[src/rtl/uart_tx_fifo.sv]
// uart_tx_fifo: UART transmitter fed by a FIFO with a valid/ready write port.
// The core pushes words back-to-back. The serialiser pops one word per frame
// and sends it LSB first, framed by one start bit and STOP_BITS stop bits.
// When the FIFO is non-empty at the end of a stop bit, the next frame follows
// without an idle gap.
// Optional feature: define UART_TX_PARITY_EN to add an even-parity bit after
// the data bits.
module uart_tx_fifo #(
  parameter  int CLK_HZ     = 24_000_000,
  parameter  int BAUD       = 115_200,
  parameter  int DATA_BITS  = 8,
  parameter  int STOP_BITS  = 1,
  parameter  int FIFO_DEPTH = 16,
  localparam int AW         = $clog2(FIFO_DEPTH)
) (
  input  logic                 clock,
  input  logic                 reset_n,
  input  logic                 wr_valid,
  input  logic [DATA_BITS-1:0] wr_data,
  output logic                 wr_ready,
  output logic [AW:0]          fifo_count,
  output logic                 fifo_empty,
  output logic                 fifo_full,
  output logic                 tx_busy,
  output logic                 tx
);

  // Clocks per bit, rounded to nearest; DIV >= 2 so CW >= 1 and DIV-1 fits.
  localparam int DIV = (CLK_HZ + BAUD / 2) / BAUD;
  localparam int CW  = $clog2(DIV);
  localparam int BW  = 4;
  localparam logic [CW-1:0] DIV_M1 = CW'(DIV - 1);

  typedef enum logic [2:0] {
    S_IDLE,
    S_START,
    S_DATA,
`ifdef UART_TX_PARITY_EN
    S_PARITY,
`endif
    S_STOP
  } state_t;

  // ---------------------------------------------------------------- FIFO
  logic [DATA_BITS-1:0] mem [FIFO_DEPTH];
  logic [AW-1:0]        wr_ptr, rd_ptr;
  logic [AW:0]          count;
  logic                 push, pop;
  logic [DATA_BITS-1:0] head;

  assign fifo_full  = (count == (AW+1)'(FIFO_DEPTH));
  assign fifo_empty = (count == '0);
  assign wr_ready   = !fifo_full;
  assign fifo_count = count;
  // A full FIFO refuses writes even when a pop happens in the same cycle.
  assign push       = wr_valid && !fifo_full;
  assign head       = mem[rd_ptr];

  // Storage array: written on accepted pushes.
  // NOTE: the array has no reset; pointers and count define what is valid, and
  // leaving storage unreset lets it map onto plain RAM/flops without reset muxes.
  always_ff @(posedge clock) begin
    if (push) mem[wr_ptr] <= wr_data;
  end

  // Pointer and occupancy bookkeeping; pointers wrap naturally at FIFO_DEPTH.
  // NOTE: sequential state is updated with non-blocking assignments so every
  // register samples pre-edge values regardless of statement order.
  always_ff @(posedge clock or negedge reset_n) begin
    if (!reset_n) begin
      wr_ptr <= '0;
      rd_ptr <= '0;
      count  <= '0;
    end else begin
      if (push) wr_ptr <= wr_ptr + AW'(1);
      if (pop)  rd_ptr <= rd_ptr + AW'(1);
      case ({push, pop})
        2'b10:   count <= count + (AW+1)'(1);
        2'b01:   count <= count - (AW+1)'(1);
        default: count <= count;
      endcase
    end
  end

  // ---------------------------------------------------------- serialiser
  state_t               state, state_next;
  logic [CW-1:0]        baud, baud_next;
  logic [BW-1:0]        bit_cnt, bit_next;
  logic [DATA_BITS-1:0] shift, shift_next;
  logic                 tx_next;
  logic                 baud_done;
`ifdef UART_TX_PARITY_EN
  logic                 par, par_next;
`endif

  assign baud_done = (baud == '0);
  assign tx_busy   = (state != S_IDLE);

  // Serialiser registers; tx is registered so the line never glitches.
  always_ff @(posedge clock or negedge reset_n) begin
    if (!reset_n) begin
      state   <= S_IDLE;
      baud    <= '0;
      bit_cnt <= '0;
      shift   <= '0;
      tx      <= 1'b1;
`ifdef UART_TX_PARITY_EN
      par     <= 1'b0;
`endif
    end else begin
      state   <= state_next;
      baud    <= baud_next;
      bit_cnt <= bit_next;
      shift   <= shift_next;
      tx      <= tx_next;
`ifdef UART_TX_PARITY_EN
      par     <= par_next;
`endif
    end
  end

  // Next-state logic: the line level for the current state, bit timing and
  // the pop that starts each frame.
  // NOTE: every output of this block gets a default first so no path leaves a
  // signal unassigned, which would infer a latch.
  always_comb begin
    state_next = state;
    baud_next  = baud;
    bit_next   = bit_cnt;
    shift_next = shift;
    tx_next    = 1'b1;
    pop        = 1'b0;
`ifdef UART_TX_PARITY_EN
    par_next   = par;
`endif

    case (state)
      S_IDLE: begin
        pop = !fifo_empty;
      end
      S_START: begin
        tx_next = 1'b0;
        if (baud_done) begin
          state_next = S_DATA;
          baud_next  = DIV_M1;
          bit_next   = '0;
        end else begin
          baud_next = baud - CW'(1);
        end
      end
      S_DATA: begin
        tx_next = shift[0];
        if (baud_done) begin
          baud_next  = DIV_M1;
          shift_next = shift >> 1;
          if (bit_cnt == BW'(DATA_BITS - 1)) begin
            bit_next   = '0;
`ifdef UART_TX_PARITY_EN
            state_next = S_PARITY;
`else
            state_next = S_STOP;
`endif
          end else begin
            bit_next = bit_cnt + BW'(1);
          end
        end else begin
          baud_next = baud - CW'(1);
        end
      end
`ifdef UART_TX_PARITY_EN
      S_PARITY: begin
        tx_next = par;
        if (baud_done) begin
          state_next = S_STOP;
          baud_next  = DIV_M1;
          bit_next   = '0;
        end else begin
          baud_next = baud - CW'(1);
        end
      end
`endif
      S_STOP: begin
        tx_next = 1'b1;
        if (baud_done) begin
          baud_next = DIV_M1;
          if (bit_cnt == BW'(STOP_BITS - 1)) begin
            bit_next   = '0;
            state_next = S_IDLE;
            pop        = !fifo_empty;
          end else begin
            bit_next = bit_cnt + BW'(1);
          end
        end else begin
          baud_next = baud - CW'(1);
        end
      end
      default: begin
        state_next = S_IDLE;
      end
    endcase

    // Any pop loads the head word and begins a new start bit.
    if (pop) begin
      state_next = S_START;
      baud_next  = DIV_M1;
      bit_next   = '0;
      shift_next = head;
`ifdef UART_TX_PARITY_EN
      par_next   = ^head;
`endif
    end
  end

endmodule
[config.mk]
export PLATFORM = sky130hd
export DESIGN_NAME = uart_tx_fifo
export DESIGN_NICKNAME = d
export VERILOG_FILES = /design/src/rtl/uart_tx_fifo.sv
export SDC_FILE = /design/constraint.sdc
export NUM_CORES = 1
export LEC_CHECK = 0
export ABC_AREA = 1
export CORE_UTILIZATION = 48
export CTS_CLUSTER_DIAMETER = 60
export DETAILED_ROUTE_END_ITERATION = 10
export HOLD_SLACK_MARGIN = 0.08
export PLACE_DENSITY = 0.67
export SLEW_MARGIN = 20
export SYNTH_ARGS = -nofsm -noshare
export SYNTH_HDL_FRONTEND = slang
export SYNTH_SLANG_ARGS = --single-unit
[constraint.sdc]
create_clock -name clock -period 2.5 [get_ports clock]
set_clock_uncertainty 0.1 [all_clocks]
set_input_delay 0.25 -clock clock [delete_from_list [all_inputs] [get_ports clock]]
set_output_delay 0.25 -clock clock [all_outputs]
set_load 0.01 [all_outputs]
==> summary.log, run 1 <==
[logic_synthesis] count of mapped cells out of synthesis 798
[route] number of detailed-route iterations in the first pass 5
[power] peak supply drop 0.000552 V
[layout] area growth from synthesis to layout 15.0%
[layout] commonest cells after routing, fill and taps aside sky130_fd_sc_hd__nand2_1 (223), sky130_fd_sc_hd__inv_1 (129), sky130_fd_sc_hd__edfxtp_1 (128)
[sta] number of max-slew violations in the final report 0
[logic_synthesis] count of cell types in the netlist 36
[placement] placed cells 1031
[logic_synthesis] Yosys top cell by area sky130_fd_sc_hd__edfxtp_1
[logic_synthesis] Post-Syn Area 7750 um^2
[critical_path] Setup CP Type reg -> reg
[critical_path] Worst Path Arrival 2.56 ns
[layout] summed area of non-filler cells in the final layout 8910 um^2
[cts] TritonCTS clock tree built
[route] post-route ant nets 0
[sta] number of setup violations in the final report 0
[sta] fin crit share 91.9%
[critical_path] Worst Setup End Kind register
[route] number of DRC violations after detailed routing 0
[grt] largest net degree at the start of global routing 67
[placement] Setup WS pre-CTS 0.0745 ns
[grt] total routing resource utilization after global routing 21.0%
[logic_synthesis] dominant register cell in the synthesized netlist sky130_fd_sc_hd__edfxtp_1
[route] overall routed net length 16000 um
[logic_synthesis] number of enable flip-flop cells after synthesis 128
[grt] final global-route overflow total 0
[logic_synthesis] FF+latch count, synth 164
[route] count of vias placed by the detailed router 5262
[min_path] worst hold path class in -> async
[logic_synthesis] Synth top area share 49.6%
[layout] Layout Nets 867
[layout] footprint of the multi-input gates 2370 um^2
[sta] min cycle time layout 2.30 ns
[cts] clock tree sinks 164
[route] average vias per placed instance 4.93
[placement] Final GP Congestion 0.852
[layout] most frequent standard cell in the layout excluding fill and tap cells sky130_fd_sc_hd__nand2_1
[grt] initial antenna violation count 0
[route] post-detailed-route wirelength per cell 15.0 um
[floorplanning] die area 16700 um^2
[layout] count of fill cells added during filler insertion 1350
[logic_synthesis] FFs w/ async S/R, synth 22.0%
[critical_path] critical path launch point type register
[power] Power Total 6640 uW
[critical_path] category of cells accounting for the largest share of critical-path delay simple AND/OR/NAND/NOR gates
[critical_path] CP max stage delay 0.38 ns
[floorplanning] height of the die 129 um
[cts] Reg clk slew, reported paths 0.06 ns
[sta] final hold violation count 0
[grt] via count of the first global-routing pass 4930
[logic_synthesis] Post-Synthesis Net Count 826
[critical_path] library cell appearing most often on the critical path sky130_fd_sc_hd__nand2_1
[cts] later-pin clock latency in the skew report 0.43 ns
[floorplanning] Starting Density 49.0%
[sta] Max Clock Freq 0.435 GHz
[placement] Detailed Place HPWL 10200 um
[logic_synthesis] cell types occupying the most area after synthesis sky130_fd_sc_hd__edfxtp_1 (50%), sky130_fd_sc_hd__dfrtp_1 (11%), sky130_fd_sc_hd__nand2_1 (11%)
[logic_synthesis] share of synthesized area occupied by flip-flops and latches 61.2%
[sta] Worst Tran Pin Value 0.842 ns
[logic_synthesis] YS warnings 0
[cts] number of H-tree branching levels 4
[critical_path] slowest CP cell sky130_fd_sc_hd__dfrtp_1
[grt] first-pass GRT wire length 25500 um
[logic_synthesis] Mean Syn Cell Area 9.72 um^2
[placement] number of port buffers 20
[run] Maximum Capacitance Violations 0
[run_status] outcome complete, no violations
[critical_path] required time of the critical path 2.77 ns
[route] number of design-rule violations left by the first detailed-router iteration 312
[layout] Util after Layout 56.3%
[power] reported leakage power 0.00399 uW
[layout] storage element area 4750 um^2
[placement] instance area at placement 8280 um^2
[critical_path] ordered list of cells on the worst path inv_1 > ha_4 > nand2_4 > nor2_8 > nand2_2 > nand2_2 > nand2_4 > inv_4 > ha_4 > xor2_2 > ha_1 > inv_1 > nand2_1 > nand3_1 > nand2_1 > xor2_1 > nand2_1 > nand2_1
[floorplanning] I/O Pins 21
[critical_path] worst reg2reg path depth 18
[power] PD cells 745 nW/um^2
[layout] fraction of final layout cells with drive strength greater than 1 10.6%
[floorplanning] die width 129 um
[cts] clock root buffer sky130_fd_sc_hd__clkbuf_16
[cts] CTS Buf Count 17
[floorplanning] number of placement rows 46
[floorplanning] core area 15800 um^2
[critical_path] Buf/Inv on CP 3
[layout] diodes inserted 0
[layout] number of cells in the finished layout apart from fillers 1067
[sta] post-layout worst setup margin 0.202 ns
[sta] Rel. slew slack 43.9%
[cts] maximum root-to-sink buffer count 2
[critical_path] highest net fanout along the worst path 4
[critical_path] number of cells on the critical path 18
[power breakdown]
part           switching (uW)  internal [uW]
registers                 117           3220
clock network            1080           1370
logic                     532            312
total                    1730           4910
[worst paths after layout]
kind	from	end	slack, ns
hold reg to reg	baud[1]	baud[1]	0.43
hold / removal	reset_n	baud[6]	0.37
setup reg to reg	baud[0]	fifo_count[4]	0.20
setup / recovery	baud[0]	fifo_count[4]	0.20
min in group clock	baud[1]	baud[1]	0.43
max in group asynchronous	reset_n	rd_ptr[0]	1.34
[area by class of cell]
cell class | instances | area share (%)
multi-input cells | 467 | 26.5
inverters | 136 | 5.75
clock buffers | 17 | 4.77
clock inverters | 14 | 1.47
flip-flops and latches | 164 | 53.2
repair buffers | 53 | 5.18
well taps | 216 | 3.03
[routing by layer]
metal	routed length [um]	part of all wire, %	track usage (%)	vias to the layer above
met4	398	2.5	9.34	0
met3	541	3.4	4.00	24
met1	7270	45	27.8	2466
met5	0	0	0	-
li1	-	-	-	2667
met2	7780	49	33.8	105
[cells by family (layout without fill, tap and decap cells)]
family / after synthesis / in the layout / synth area share [%]
AND/OR/NAND/NOR: 398 / 398 / 22.5
AO/OA/AOI/OAI: 37 / 37 / 3.00
buffers and inverters: 167 / 220 / 8.73
XOR/XNOR: 15 / 15 / 1.79
adder cells (fa/ha/maj): 17 / 17 / 2.74
flip-flops: 164 / 164 / 61.2
[synth_stat cells, drive strengths merged (2+ instances only)]
cell type and instances:
a21oi 5, buf 25, clkbuf 6, clkinv 2, dfrtp 35, edfxtp 128, ha 17, inv 134
nand2 229, nand3 126, nand4 5, nor2 33, o211ai 8, o21ai 15, o31ai 7, or2 2
xnor2 2, xor2 13
[worst register-to-register path, delay by kind of cell (launching register included)]
family | cells | cell delay [ns]
xor+xnor | 2 | 0.30
fa+ha+maj | 3 | 0.50
buf+inv | 3 | 0.22
flops | 1 | 0.38
simple gates | 10 | 0.74
[repair_timing]
item	CTS	global route
hold buffers	1	0
setup buffers	0	4
setup endpoints to repair	0	3
gates resized for setup	0	7
hold endpoints to repair	35	0
[registers in the layout, indices dropped and copies added, names as in the netlist]
name        count
bit_cnt         4
shift           8
state           2
baud            8
mem           128
wr_ptr          4
tx              1
rd_ptr          4
fifo_count      5
[per-stage QoR]
stage	hold slack (ns)	TNS, ns
floorplan	-0.146	0
global placement	0.317	0
detailed placement	0.308	0
CTS	0.394	0
global route	0.443	-0.0108
finish	0.366	0
No activity file was read; power rests on OpenSTA's default activity.
==> run 2: changes to the inputs <==
==> constraint.sdc (replaced) <==
create_clock -name clock -period 2.1 [get_ports clock]
set_clock_uncertainty 0.1 [all_clocks]
set_input_delay 0.21 -clock clock [delete_from_list [all_inputs] [get_ports clock]]
set_output_delay 0.21 -clock clock [all_outputs]
set_load 0.01 [all_outputs]
==> run 2 against run 1 <==
  * The flow now finishes with violations (negative setup slack)
  * Total power grew 29%
  * Core utilization rose by 3.6 points
  * Cell count rose by 4.4%
  * Via count rose by 8.0%
  * Clock power increased by 34%
  * Sequential power increased by 19%
  * Register-to-register slack lost 0.44 ns
  * Final area grew 6.3%
  * Critical endpoint unchanged
==> summary.log, run 2 (synthesis gave the netlist of run 1 again) <==
[grt] largest net degree at the start of global routing 66
[grt] first-pass GRT wire length 28100 um
[power] Power Total 8550 uW
[route] number of detailed-route iterations in the first pass 5
[power] peak supply drop 0.000632 V
[layout] diodes inserted 0
[cts] Reg clk slew, reported paths 0.06 ns
[layout] fraction of final layout cells with drive strength greater than 1 18.3%
[grt] total routing resource utilization after global routing 22.9%
[route] overall routed net length 18000 um
[floorplanning] number of placement rows 46
[layout] most frequent standard cell in the layout excluding fill and tap cells sky130_fd_sc_hd__nand2_1
[layout] largest registers ranked by flip-flop count mem: 128 flops, baud: 8 flops, shift: 8 flops
[cts] maximum root-to-sink buffer count 2
[floorplanning] I/O Pins 21
[min_path] worst hold path class in -> async
[run] Maximum Capacitance Violations 0
[cts] TritonCTS clock tree built
[run_status] outcome finished with violations
[layout] number of flip-flops under the largest register name 128
[sta] fin crit share 111%
[cts] CTS Buf Count 17
[grt] via count of the first global-routing pass 5394
[floorplanning] Starting Density 49.0%
[route] average vias per placed instance 5.10
[sta] Rel. slew slack 47.8%
[layout] Util after Layout 59.9%
[critical_path] required time of the critical path 2.37 ns
[floorplanning] height of the die 129 um
[sta] min cycle time layout 2.34 ns
[route] count of vias placed by the detailed router 5682
[power] reported leakage power 0.00429 uW
[critical_path] worst reg2reg path depth 17
[critical_path] highest net fanout along the worst path 4
[cts] number of H-tree branching levels 4
[sta] worst slack on hold paths 0.170 ns
[route] post-route ant nets 0
[floorplanning] die width 129 um
[sta] final hold violation count 0
[route] number of design-rule violations left by the first detailed-router iteration 375
[critical_path] Worst Setup End Kind register
[floorplanning] core area 15800 um^2
[power] PD cells 902 nW/um^2
[critical_path] critical path launch point type register
[sta] number of setup violations in the final report 3
[layout] storage element area 4750 um^2
[critical_path] Setup CP Type reg -> reg
[cts] clock tree sinks 164
[layout] summed area of non-filler cells in the final layout 9480 um^2
[placement] Detailed Place HPWL 10900 um
[route] number of DRC violations after detailed routing 0
[placement] instance area at placement 8530 um^2
[sta] setup repair after global routing missed its margin true
[cts] later-pin clock latency in the skew report 0.44 ns
[sta] post-layout worst setup margin -0.236 ns
[layout] commonest cells after routing, fill and taps aside sky130_fd_sc_hd__nand2_1 (218), sky130_fd_sc_hd__edfxtp_1 (128), sky130_fd_sc_hd__nand3_1 (123)
[sta] number of max-slew violations in the final report 0
[run_status] violations in the final reports negative setup slack
[layout] count of fill cells added during filler insertion 1231
[grt] initial antenna violation count 0
[cts] clock root buffer sky130_fd_sc_hd__clkbuf_16
[critical_path] Worst Path Arrival 2.61 ns
[placement] Final GP Congestion 0.845
[floorplanning] die area 16700 um^2
[placement] number of port buffers 20
[layout] footprint of the multi-input gates 2500 um^2
[grt] final global-route overflow total 0
[sta] Max Clock Freq 0.428 GHz
[layout] Most flops, register mem
[layout] Layout Nets 913
[layout] area growth from synthesis to layout 22.3%
[sta] Worst Tran Pin Value 0.780 ns
[route] post-detailed-route wirelength per cell 16.2 um
==> run 2: changes by cell type in the layout (fill, tap and decap cells not counted), moves of 3 or more <==
cell                              delta
sky130_fd_sc_hd__inv_2               +7
sky130_fd_sc_hd__inv_6               +4
sky130_fd_sc_hd__ha_2                +3
sky130_fd_sc_hd__clkdlybuf4s50_1     -3
sky130_fd_sc_hd__buf_4              +44
sky130_fd_sc_hd__ha_1                -7
sky130_fd_sc_hd__inv_1               -8
sky130_fd_sc_hd__nand2_1             -5
sky130_fd_sc_hd__clkinvlp_4          -3
sky130_fd_sc_hd__nand3_1             -3
sky130_fd_sc_hd__nand2_2             +4
sky130_fd_sc_hd__ha_4                +4
==> run 2: final cells by class <==
type | instances | share of cell area, %
Clock buffer | 17 | 4.49
Tap cell | 216 | 2.85
Timing Repair Buffer | 99 | 8.72
Multi-Input combinational cell | 467 | 26.4
Sequential cell | 164 | 50.1
Inverter | 136 | 5.41
Clock inverter | 15 | 2.03
==> run 2: worst paths after layout <==
kind,start,endpoint,slack (ns)
setup / recovery,state[0],fifo_count[4],-0.24
hold reg to reg,shift[0],tx,0.43
hold / removal,reset_n,baud[3],0.17
max in group asynchronous,reset_n,tx,1.06
min in group clock,wr_data[2],mem[5][2],0.39
setup reg to reg,state[0],fifo_count[4],-0.24
==> run 2: stage by stage <==
| stage | setup slack, ns | TNS (ns) | instances |
|---|---|---|---|
| floorplan | -0.252 | -0.470 | 798 |
| global placement | -0.0988 | -0.207 | 1060 |
| detailed placement | -0.210 | -0.508 | 1060 |
| CTS | -0.115 | -0.275 | 1102 |
| global route | -0.343 | -0.998 | 1114 |
| finish | -0.236 | -0.414 | 1114 |
==> run 2: per-layer routing <==
layer,track usage (%),vias to the layer above,wire length [um]
met5,0,-,0
met3,4.87,34,949
met4,9.27,0,437
met1,29.3,2714,7460
met2,38.3,177,9180
li1,-,2757,-
==> run 2: worst max-delay path, cell delays in order, from the launching register on <==
cell and delay, ns:
sky130_fd_sc_hd__dfrtp_1 0.41, sky130_fd_sc_hd__inv_2 0.07, sky130_fd_sc_hd__ha_4 0.27, sky130_fd_sc_hd__inv_1 0.03, sky130_fd_sc_hd__nand2_1 0.06, sky130_fd_sc_hd__inv_2 0.04, sky130_fd_sc_hd__nand2_4 0.06, sky130_fd_sc_hd__inv_4 0.04
sky130_fd_sc_hd__ha_4 0.17, sky130_fd_sc_hd__buf_6 0.12, sky130_fd_sc_hd__ha_4 0.27, sky130_fd_sc_hd__inv_2 0.04, sky130_fd_sc_hd__o21bai_1 0.11, sky130_fd_sc_hd__inv_1 0.06, sky130_fd_sc_hd__nand2_2 0.07, sky130_fd_sc_hd__xor2_1 0.20
sky130_fd_sc_hd__nand2_1 0.07, sky130_fd_sc_hd__nand2_1 0.06
==> run 2: power by group <==
part           internal, uW  switching (uW)  total (uW)
Sequential             3840             118        3960
Combinational           538             777        1310
Clock                  1910            1370        3280
==> run 2: timing repair <==
item                       CTS  global route
setup buffers                9            12
pin swaps                   11            20
setup endpoints to repair    4            17
hold endpoints to repair    35             0
resized for setup           14            29
hold buffers                 1             0
